**config.mk**
```make
export PLATFORM = sky130hd
export DESIGN_NAME = early_stop_ctrl
export DESIGN_NICKNAME = d
export VERILOG_FILES = /design/src/rtl/early_stop_ctrl.sv
export SDC_FILE = /design/constraint.sdc
export NUM_CORES = 1
export LEC_CHECK = 0
export CAP_MARGIN = 10
export CORE_MARGIN = 2
export CORE_UTILIZATION = 35
export DETAILED_ROUTE_END_ITERATION = 10
export GPL_TIMING_DRIVEN = 0
export PLACE_DENSITY = 0.76
export SETUP_SLACK_MARGIN = 0.02
export SKIP_CTS_REPAIR_TIMING = 1
export SLEW_MARGIN = 20
export SYNTH_ARGS = -nofsm -noshare
export SYNTH_HDL_FRONTEND = slang
export SYNTH_SLANG_ARGS = --single-unit
```
**constraint.sdc**
```tcl
create_clock -name i_clk -period 1.87 [get_ports i_clk]
set_input_delay 0.4675 -clock i_clk [delete_from_list [all_inputs] [get_ports i_clk]]
set_output_delay 0.4675 -clock i_clk [all_outputs]
set_load 0.1 [all_outputs]
```
**src/rtl/early_stop_ctrl.sv**
```systemverilog
`default_nettype none
// ============================================================================
//  Module      : early_stop_ctrl
//  Description : Early-termination controller for the BCH decoder datapath.
//                Collects per-test-pattern syndrome beats (any order), tracks
//                which patterns have arrived and which are all-zero, and
//                issues a single stop pulse naming the lowest-index zero
//                pattern as soon as no lower pattern can still win. If every
//                expected pattern arrives and none is zero, a fail pulse is
//                issued instead.
//  Ports       :
//    i_clk, i_rst_n  clock (rising edge), asynchronous active-low reset
//    i_start         one-cycle frame start; samples i_mode and i_code
//    i_mode          0 = hard decision (pattern 0 only), 1 = soft (all)
//    i_code          2'b10 checks all syndromes, else only the lower half
//    i_syn           packed syndromes, s at [s*SYN_W +: SYN_W]
//    i_syn_tp        0-based pattern index of the current beat
//    i_syn_valid     beat valid
//    o_stop_pulse    one-cycle pulse, zero-syndrome pattern selected
//    o_fail_pulse    one-cycle pulse, all expected received, none zero
//    o_stop_tp       selected pattern, 1-based (0 = none), held to i_start
//    o_zero_map      bit k set when pattern k received with zero syndromes
//    o_busy          high while collecting
//  Revision    : 1.0  initial release
// ============================================================================
module early_stop_ctrl #(
    parameter int NUM_TP  = 4,
    parameter int NUM_SYN = 4,
    parameter int SYN_W   = 10,
    parameter int TPW     = 4
) (
    input  logic                     i_clk,
    input  logic                     i_rst_n,
    input  logic                     i_start,
    input  logic                     i_mode,
    input  logic [1:0]               i_code,
    input  logic [NUM_SYN*SYN_W-1:0] i_syn,
    input  logic [2:0]               i_syn_tp,
    input  logic                     i_syn_valid,
    output logic                     o_stop_pulse,
    output logic                     o_fail_pulse,
    output logic [TPW-1:0]           o_stop_tp,
    output logic [NUM_TP-1:0]        o_zero_map,
    output logic                     o_busy
);

    typedef enum logic [1:0] {
        ST_IDLE    = 2'd0,
        ST_COLLECT = 2'd1,
        ST_DONE    = 2'd2
    } state_t;

    state_t              r_state,   w_state_nxt;
    logic                r_mode,    w_mode_nxt;
    logic [1:0]          r_code,    w_code_nxt;
    logic [NUM_TP-1:0]   r_recv,    w_recv_nxt;
    logic [NUM_TP-1:0]   r_zero,    w_zero_nxt;
    logic [TPW-1:0]      r_stop_tp, w_stop_tp_nxt;
    logic                r_stop,    w_stop_nxt;
    logic                r_fail,    w_fail_nxt;

    logic [NUM_TP-1:0]   w_tp_onehot;
    logic                w_syn_zero;
    logic                w_accept;
    logic [NUM_TP-1:0]   w_recv_upd;
    logic [NUM_TP-1:0]   w_zero_upd;
    logic                w_found;
    logic                w_blocked;
    logic [TPW-1:0]      w_sel;
    logic                w_all_exp;

    // Out-of-range indices decode to all-zeros, which also rejects them.
    always_comb begin
        w_tp_onehot = '0;
        for (int k = 0; k < NUM_TP; k++) begin
            w_tp_onehot[k] = (i_syn_tp == 3'(k));
        end
    end

    // Upper half of the syndromes only matters for the full-strength code.
    always_comb begin
        w_syn_zero = 1'b1;
        for (int s = 0; s < NUM_SYN; s++) begin
            if (((s < NUM_SYN / 2) || (r_code == 2'b10)) &&
                (i_syn[s*SYN_W +: SYN_W] != '0)) begin
                w_syn_zero = 1'b0;
            end
        end
    end

    assign w_accept = (r_state == ST_COLLECT) && i_syn_valid &&
                      (|(w_tp_onehot & ~r_recv)) &&
                      (r_mode || w_tp_onehot[0]);

    // Maps as they would be after the current beat; the decision below looks
    // at these so the deciding beat itself is counted.
    assign w_recv_upd = r_recv | w_tp_onehot;
    assign w_zero_upd = r_zero | (w_syn_zero ? w_tp_onehot : '0);

    // Walk upward through patterns: a zero pattern wins only if every lower
    // pattern has already arrived and is nonzero; a missing lower pattern
    // blocks the choice because it could still turn out zero.
    always_comb begin
        w_found   = 1'b0;
        w_blocked = 1'b0;
        w_sel     = '0;
        for (int k = 0; k < NUM_TP; k++) begin
            if (!w_blocked) begin
                if (w_zero_upd[k]) begin
                    w_found   = 1'b1;
                    w_sel     = TPW'(k + 1);
                    w_blocked = 1'b1;
                end else if (!w_recv_upd[k]) begin
                    w_blocked = 1'b1;
                end
            end
        end
    end

    assign w_all_exp = r_mode ? (&w_recv_upd) : w_recv_upd[0];

    always_comb begin
        w_state_nxt   = r_state;
        w_mode_nxt    = r_mode;
        w_code_nxt    = r_code;
        w_recv_nxt    = r_recv;
        w_zero_nxt    = r_zero;
        w_stop_tp_nxt = r_stop_tp;
        w_stop_nxt    = 1'b0;
        w_fail_nxt    = 1'b0;

        if (i_start) begin
            // Start has priority over any beat in the same cycle.
            w_state_nxt   = ST_COLLECT;
            w_mode_nxt    = i_mode;
            w_code_nxt    = i_code;
            w_recv_nxt    = '0;
            w_zero_nxt    = '0;
            w_stop_tp_nxt = '0;
        end else if (w_accept) begin
            w_recv_nxt = w_recv_upd;
            w_zero_nxt = w_zero_upd;
            if (w_found) begin
                w_stop_nxt    = 1'b1;
                w_stop_tp_nxt = w_sel;
                w_state_nxt   = ST_DONE;
            end else if (w_all_exp && (w_zero_upd == '0)) begin
                w_fail_nxt  = 1'b1;
                w_state_nxt = ST_DONE;
            end
        end
    end

    always_ff @(posedge i_clk or negedge i_rst_n) begin
        if (!i_rst_n) begin
            r_state   <= ST_IDLE;
            r_mode    <= 1'b0;
            r_code    <= 2'b00;
            r_recv    <= '0;
            r_zero    <= '0;
            r_stop_tp <= '0;
            r_stop    <= 1'b0;
            r_fail    <= 1'b0;
        end else begin
            r_state   <= w_state_nxt;
            r_mode    <= w_mode_nxt;
            r_code    <= w_code_nxt;
            r_recv    <= w_recv_nxt;
            r_zero    <= w_zero_nxt;
            r_stop_tp <= w_stop_tp_nxt;
            r_stop    <= w_stop_nxt;
            r_fail    <= w_fail_nxt;
        end
    end

    assign o_stop_pulse = r_stop;
    assign o_fail_pulse = r_fail;
    assign o_stop_tp    = r_stop_tp;
    assign o_zero_map   = r_zero;
    assign o_busy       = (r_state == ST_COLLECT);

endmodule
`default_nettype wire

```
After elaboration in Yosys (flattened, before gate mapping)
Index checks and enable logic that the tools add are counted.
{ "totals": {"reg_bits": 19, "inputBits": 50} }
{ "classes": {"n_eq_ne": 5, "mux": 46, "bitwise": 4, "reduce_logical": 20} }
{ "op_table": {"columns": ["op", "count"], "rows": [
  ["$mux W4", 14],
  ["$reduce_bool A10 Y1", 4],
  ["$mux W1", 28],
  ["$mux W2", 4],
  ["$or A4 B4 Y4", 2],
  ["$eq A3 B2 Y1 const B", 2],
  ["$logic_and A1 B1 Y1", 6],
  ["$and A4 B4 Y4", 1],
  ["$logic_not A4 Y1", 1],
  ["$not A4 Y4", 1],
  ["$reduce_and A2 Y1", 2],
  ["$reduce_and A4 Y1", 1],
  ["$reduce_bool A2 Y1", 2],
  ["$reduce_or A4 Y1", 1],
  ["$eq A3 B1 Y1 const B", 1],
  ["$logic_not A3 Y1", 1],
  ["$reduce_bool A3 Y1", 1],
  ["$eq A2 B1 Y1 const B", 1],
  ["$eq A2 B2 Y1 const B", 1],
  ["$logic_or A1 B1 Y1", 1]
]} }

Logic depth before layout (Yosys ltp)
Gate-level depths: netlist of the first run.
{ "depth": {"word_depth": 17, "mapped_depth": 8, "mapped_depth_nobuf": 7} }

Worst setup path before layout of the first run
Ideal clock, no wire load.
{ "synth_timing": {"kind": "reg2reg", "from": "reg r_state[1]", "to": "reg r_state[0]", "arrival_time_ns": 2.961, "setup_slack_ns": -1.209, "stages_incl_launch_ff": 8, "n_path_buf": 0, "period_less_slack_ns": 3.079, "cell_sequence": "dfrtp_1 -> nor2b_1 -> o211a_2 -> nand2_4 -> nor2_8 -> o2bb2ai_2 -> and3b_1 -> a21o_1"} }
{ "synth_between": {"elab_chain_len": 6} }
{ "synth_rtl": {"columns": ["item", "line_no", "source"], "rows": [
  ["from (decl)", "53", "state_t r_state, w_state_nxt;"],
  ["from (signal assigned)", "165", "r_state <= w_state_nxt;"],
  ["$eq A2 B1 Y1", null, null],
  ["named net o_busy", "44", "output logic o_busy"],
  ["$logic_and A1 B1 Y1 (2 in a row)", "91", "assign w_accept = (r_state == ST_COLLECT) && i_syn_valid &&"],
  ["$logic_and A1 B1 Y1", "92", "(|(w_tp_onehot & ~r_recv)) &&"],
  ["$reduce_bool A2 Y1 (no line)", null, null],
  ["$reduce_and A2 Y1 (no line)", null, null]
]} }
The timed path passes the listed nets, and every way through them passes these cells.
A chain may end at the register's enable or synchronous reset.

Final worst setup path of the first run
{ "layout_timing": {"from": "reg r_recv[1]", "to": "reg r_state[0]"} }
{ "layout_between": {"elab_chain_len": 10} }
{ "layout_rtl": {"columns": ["item", "line_no", "source"], "rows": [
  ["from (decl)", "56", "logic [NUM_TP-1:0] r_recv, w_recv_nxt;"],
  ["from (signal assigned)", "168", "r_recv <= w_recv_nxt;"],
  ["$or A4 B4 Y4", "97", "assign w_recv_upd = r_recv | w_tp_onehot;"],
  ["$mux W1", "113", "end else if (!w_recv_upd[k]) begin"],
  ["$mux W1", "109", "if (w_zero_upd[k]) begin"],
  ["$mux W1 (2 in a row)", "108", "if (!w_blocked) begin"],
  ["$mux W1", "109", null],
  ["$mux W1", "108", null],
  ["$mux W2", "143", "if (w_found) begin"],
  ["$mux W2", "140", "end else if (w_accept) begin"],
  ["$mux W2", "132", "if (i_start) begin"]
]} }
Parallel ways exist; a longest one is shown, timed or not. The select of a mux whose other input is x is not followed.

==> results of run 1 <==
power groups by stage:
stage	registers, W	clock network [W]	logic [W]
floorplan	0.000412	0	0.0000778
global placement	0.000412	0	0.000197
detailed placement	0.000413	0	0.000202
CTS	0.000405	0.000205	0.000203
global route	0.000406	0.000224	0.000225
finish	0.000405	0.000201	0.000209
layout by cell type (no fill, tap or decap), types with 3 or more instances in the layout:
cell                               n
sky130_fd_sc_hd__clkbuf_2         12
sky130_fd_sc_hd__inv_1             4
sky130_fd_sc_hd__dfrtp_1          17
sky130_fd_sc_hd__nand2_1           6
sky130_fd_sc_hd__buf_4             7
sky130_fd_sc_hd__nor2_1           14
sky130_fd_sc_hd__clkdlybuf4s50_1   5
sky130_fd_sc_hd__nand3_1           7
sky130_fd_sc_hd__nor4_2            9
sky130_fd_sc_hd__dlymetal6s2s_1   39
sky130_fd_sc_hd__mux2_2            3
sky130_fd_sc_hd__clkbuf_1          3
sky130_fd_sc_hd__clkbuf_4          3
sky130_fd_sc_hd__nor4_1            3
sky130_fd_sc_hd__a21oi_1          12
sky130_fd_sc_hd__o21ai_0           3
flip-flops by register name, summed over array words and instances (netlist names):
name	cells
r_code	2
r_recv	4
r_state	2
r_mode	1
o_stop_tp	3
o_fail_pulse	1
o_zero_map	4
o_stop_pulse	1
area by class of cell:
type / count / area [um^2]
multi-input combinational: 95 / 762
fill: 257 / 1040
inverter: 4 / 15.0
sequential: 18 / 452
timing repair buffer: 63 / 654
clock buffer: 4 / 26.3
buffer: 6 / 46.3
tap: 44 / 55.1
worst paths after layout:
path	to	slack, ns	cells past startpoint
max	r_state[0]$_DFFE_PN0P_	-0.17	8
min	r_state[0]$_DFFE_PN0P_	0.50	1
max reg2reg	r_state[0]$_DFFE_PN0P_	-0.17	8
min reg2reg	r_state[0]$_DFFE_PN0P_	0.50	1
max in group asynchronous	o_zero_map[2]$_DFFE_PN0P_	0.68	1
min in group asynchronous	o_fail_pulse$_DFF_PN0_	0.64	1
kinds of logic (layout without fill, tap and decap cells):
kind of cell / after synthesis / after routing
mux: 4 / 4
simple gates: 56 / 56
compound gates: 34 / 34
buf+inv: 10 / 77
other cells: 1 / 1
flops: 18 / 18
routing by layer:
layer	track usage, %	part of all wire, %	up-vias
met4	7.14	2.0	0
met1	19.9	35	591
met2	37.5	56	52
met5	0	0	-
met3	3.62	7.3	8
li1	-	-	599
critical path, stage by stage, from the launching register on:
cell                        delay, ns
sky130_fd_sc_hd__dfrtp_1         0.39
sky130_fd_sc_hd__buf_6           0.12
sky130_fd_sc_hd__mux4_2          0.48
sky130_fd_sc_hd__nor2_4          0.14
sky130_fd_sc_hd__nand2_4         0.10
sky130_fd_sc_hd__nor2_8          0.14
sky130_fd_sc_hd__o2bb2ai_4       0.14
sky130_fd_sc_hd__and3b_2         0.25
sky130_fd_sc_hd__a21o_1          0.18
per-stage QoR:
stage / instances / utilization (%) / TNS (ns) / worst slack [ns]
after global placement: 223 / 58.0 / -7.47 / -0.787
final: 234 / 65.9 / -0.353 / -0.173
after floorplan: 123 / - / -0.206 / -0.123
after global routing: 234 / 65.9 / -0.806 / -0.241
after CTS: 227 / 58.9 / -7.88 / -0.598
after detailed placement: 223 / 58.0 / -8.34 / -0.847
==> results.txt, run 1 <==
Worst path required time: 2.06 ns
Post-route worst hold slack: 0.502 ns
Power Total: 0.000815 W
Clock-pin slew on the worst setup and hold paths: 0.10 ns
P&R area growth vs syn: 79.0%
Cell accounting for the most synthesized area: sky130_fd_sc_hd__dfrtp_1
Mux contribution to synthesized area: 5.01%
Post-Synth XOR/XNOR Area: 0%
Synthesized-area fraction occupied by adder cells: 0%
Via count: 1250
Maximum number of pins on one net before global-route repair: 19
Fraction of final layout cells sized beyond drive strength 1: 30.0%
Violations in the final reports: negative setup slack
Total clock sinks: 18
Total clock buffers created by CTS: 3
Static Leakage: 1.13 nW
Slack of the critical path: -0.173 ns
Antenna violations before repair: 0
Number of detailed-route iterations in the first pass: 6
Area of all placed cells without fillers: 2010 um^2
Combinational family with the most area after synthesis: simple AND/OR/NAND/NOR gates
Synthesized instance count: 123
Die outline area: 3680 um^2
Sequential group share of total power: 49.8%
Class of the most critical hold timing path: reg2reg
Clock period minus final worst setup slack: 2.04 ns
Row cnt: 20
Final critical-path share of the clock period: 109%
Part of the Yosys area used for sequential elements: 40.1%
Wire length per cell after detailed routing: 16.7 um
Number of top-level pins: 61
Total Routed Length: 3900 um
Global-route wire length before repair: 5180 um
Area fraction in compound gates after synthesis: 20.5%
Area fraction in and, or, nand and nor cells after synthesis: 29.5%
Number of synthesized flops with an enable pin: 0
DRC violation total after the first TritonRoute iteration: 29
Clock Root Buffer: sky130_fd_sc_hd__clkbuf_4
Beginning of the worst register-to-register path: r_recv[1]$_DFFE_PN0P_
Number of max-cap violations: 0
Die Height: 60.7 um
Relative contribution of combinational cells to total power: 25.6%
Share of the synthesized area in the top cell type: 40.1%
Max-slew violation total from the final report: 0
Arrival time reported for the critical path endpoint: 2.23 ns
Slew headroom: 45.9%
Number of vias per cell: 5.34
Final setup violation count: 5
Total power per unit cell area: 405 nW/um^2
Drc violations: 0
Flip-flop cell with the highest count after synthesis: sky130_fd_sc_hd__dfrtp_1
Element type at the critical path end: flip-flop
Clock network fraction of design power: 24.6%
Initial cell density of the core: 36.8%
Cell-internal power: 0.000592 W
Remaining antenna violation count: 0
Clock tree from TritonCTS: yes
Syn avg cell area: 9.13 um^2
Launch point of the worst path: r_recv[1]$_DFFE_PN0P_
Count of buffers from port buffering: 56
Deepest level of the CTS H-tree: 1
Number of nets in the synthesized netlist: 173
Mapped cell area: 1120 um^2
Clock insertion delay at the later pin of the skew report: 0.29 ns
Antenna Diode Count: 0
Asr flop ratio synth: 100%
Final Skew: 0.00237 ns
Global route total overflow: 0
Die X: 60.7 um
Area of the core: 3050 um^2
Synth cell types: 41
Net Sw Frac: 27.4%
Gpl congestion: 0.863
Final number of hold-violating endpoints: 0
Setup repair after global routing missed its margin: true
Number of synthesized register bits: 18
Most area-consuming cells after synthesis: sky130_fd_sc_hd__dfrtp_1, sky130_fd_sc_hd__nor4_1, sky130_fd_sc_hd__a21oi_1
Crit start category: flip-flop
Area after DPL: 1770 um^2
Maximum buffer depth of the clock tree: 2
Crit-path max FO: 5
Achievable Freq: 490 MHz
Count leader, synth: sky130_fd_sc_hd__dfrtp_1
Switching power total: 0.000223 W
Vias in the first global route: 1245
Critical hold path startpoint: r_state[0]$_DFFE_PN0P_
Worst Path Class, Setup: reg2reg
Synth top cells by count: sky130_fd_sc_hd__dfrtp_1, sky130_fd_sc_hd__a21oi_1, sky130_fd_sc_hd__nor2_1
Peak supply drop: 0.252 mV
Number of nets in the final layout: 241
HPWL after DPL: 2820 um
Actual transition at the worst max-transition pin: 0.810 ns
Yosys warns: 0
Result of the run: finished with violations
All-Layer GR Usage: 19.2%
No activity file was read; power rests on OpenSTA's default activity.
==> run 2: changes to the inputs <==
CAP_MARGIN = 20   (was 10)
CORE_MARGIN = unset   (was 2)
==> results.txt, run 2 (synthesis results as in run 1) <==
Worst path required time: 2.06 ns
Maximum buffer depth of the clock tree: 2
Cell-internal power: 0.000638 W
Number of vias per cell: 5.34
Arrival time reported for the critical path endpoint: 2.23 ns
Clock tree from TritonCTS: yes
Result of the run: finished with violations
Remaining antenna violation count: 0
DRC violation total after the first TritonRoute iteration: 30
Maximum number of pins on one net before global-route repair: 19
Clock Root Buffer: sky130_fd_sc_hd__clkbuf_4
Die X: 58.7 um
Antenna Diode Count: 0
Fraction of final layout cells sized beyond drive strength 1: 37.6%
Violations in the final reports: negative setup slack
Element type at the critical path end: flip-flop
Global-route wire length before repair: 5290 um
Area occupied by multi-input gates: 748 um^2
Achievable Freq: 490 MHz
Wire length per cell after detailed routing: 15.8 um
Deepest level of the CTS H-tree: 1
Actual transition at the worst max-transition pin: 0.771 ns
Number of detailed-route iterations in the first pass: 4
Clock insertion delay at the later pin of the skew report: 0.30 ns
Total clock sinks: 18
Worst-path cell chain: dlymetal6s2s_1 > nor4_2 > nand3_1 > nor3_4 > and4_1 > o211ai_1 > buf_4 > and3b_2 > a21o_1
Class of the most critical hold timing path: reg2reg
Sequential group share of total power: 46.7%
Worst Path Class, Setup: in2reg
Global route total overflow: 0
Antenna violations before repair: 0
Buf+Inv Stages, Crit Path: 2
All-Layer GR Usage: 21.0%
Peak supply drop: 0.545 mV
Final number of hold-violating endpoints: 0
Final setup violation count: 5
Static Leakage: 1.09 nW
Number of nets in the final layout: 248
Worst-path cell with the longest stage delay: sky130_fd_sc_hd__nor4_2
Max-slew violation total from the final report: 0
Vias in the first global route: 1152
Total Routed Length: 3800 um
Most common cell after layout, fill and taps aside: sky130_fd_sc_hd__dlymetal6s2s_1
Most used cells in the layout excluding fill and tap cells: sky130_fd_sc_hd__dlymetal6s2s_1, sky130_fd_sc_hd__dfrtp_1, sky130_fd_sc_hd__clkbuf_2
Area after DPL: 1770 um^2
Area used by sequential logic in the layout: 453 um^2
Filler instances: 265
Drc violations: 0
Die outline area: 3440 um^2
Switching power total: 0.000231 W
Via count: 1287
Final Skew: 0.00580 ns
Area of the core: 3050 um^2
Delay of the slowest cell on the worst path: 0.32 ns
Family with the most delay on the worst path: simple AND/OR/NAND/NOR gates
Slew headroom: 48.4%
Die Height: 58.7 um
Clock network fraction of design power: 27.9%
Final critical-path share of the clock period: 109%
Slack of the critical path: -0.169 ns
Total clock buffers created by CTS: 3
Clock period minus final worst setup slack: 2.04 ns
Total power per unit cell area: 426 nW/um^2
Count of buffers from port buffering: 56
Setup repair after global routing missed its margin: true
Minimum setup slack after placement: -0.795 ns
Initial cell density of the core: 36.8%
Number of max-cap violations: 0
Crit start category: input port
Number of top-level pins: 61
P&R area growth vs syn: 81.4%
Relative contribution of combinational cells to total power: 25.4%
Crit-path max FO: 4
Gpl congestion: 0.862
Clock-pin slew on the worst setup and hold paths: 0.10 ns
Power Total: 0.000869 W
Net Sw Frac: 26.6%
Row cnt: 20
Area of all placed cells without fillers: 2040 um^2
HPWL after DPL: 2740 um
-- run 2: metrics by stage --
step / hold slack [ns] / TNS, ns / util (%) / instances
floorplan: 0.172 / -0.206 / - / 123
global placement: 0.463 / -7.60 / 58.0 / 223
detailed placement: 0.473 / -8.26 / 58.0 / 223
CTS: 0.500 / -7.72 / 59.2 / 227
global route: 0.506 / -1.05 / 66.8 / 241
finish: 0.497 / -0.505 / 66.8 / 241
-- run 2: worst reg2reg max path, stage by stage, from the launching register on --
cell	delay, ns
sky130_fd_sc_hd__dfrtp_1	0.39
sky130_fd_sc_hd__buf_6	0.13
sky130_fd_sc_hd__mux4_2	0.48
sky130_fd_sc_hd__nor2_4	0.13
sky130_fd_sc_hd__nand2_4	0.09
sky130_fd_sc_hd__nor2_8	0.15
sky130_fd_sc_hd__o2bb2ai_4	0.15
sky130_fd_sc_hd__and3b_2	0.25
sky130_fd_sc_hd__a21o_1	0.17
-- run 2: power groups by stage --
stage	combinational [W]	sequential [W]	clock, W
floorplan	0.0000778	0.000412	0
global placement	0.000196	0.000412	0
detailed placement	0.000201	0.000413	0
CTS	0.000202	0.000406	0.000246
global route	0.000237	0.000407	0.000264
finish	0.000221	0.000406	0.000242
-- run 2: final timing paths --
kind                            cells after the start                     end              startpoint  slack, ns
worst max-delay path                                9  r_state[0]$_DFFE_PN0P_               i_syn[13]      -0.17
worst min-delay path                                1  r_state[0]$_DFFE_PN0P_  r_state[0]$_DFFE_PN0P_       0.50
worst max register to register                      8  r_state[0]$_DFFE_PN0P_   r_recv[1]$_DFFE_PN0P_      -0.16
worst min register to register                      1  r_state[0]$_DFFE_PN0P_  r_state[0]$_DFFE_PN0P_       0.50
max in group asynchronous                           1   r_recv[0]$_DFFE_PN0P_                 i_rst_n       0.72
min in group asynchronous                           1   r_code[1]$_DFFE_PN0P_                 i_rst_n       0.61
-- run 2: layout make-up --
class / count / share of cell area (%)
Multi-Input combinational cell: 95 / 36.7
Inverter: 4 / 0.737
Buffer: 6 / 2.27
Clock buffer: 4 / 1.78
Sequential cell: 18 / 22.2
Timing Repair Buffer: 70 / 33.6
Tap cell: 44 / 2.70
-- run 2: per-layer routing --
| layer | GRT usage (%) | vias to the layer above | routed length [um] |
|---|---|---|---|
| met2 | 37.3 | 60 | 2000 |
| met4 | 6.80 | 0 | 28 |
| met1 | 25.2 | 619 | 1460 |
| met5 | 0 | - | 0 |
| li1 | - | 606 | - |
| met3 | 4.84 | 2 | 314 |
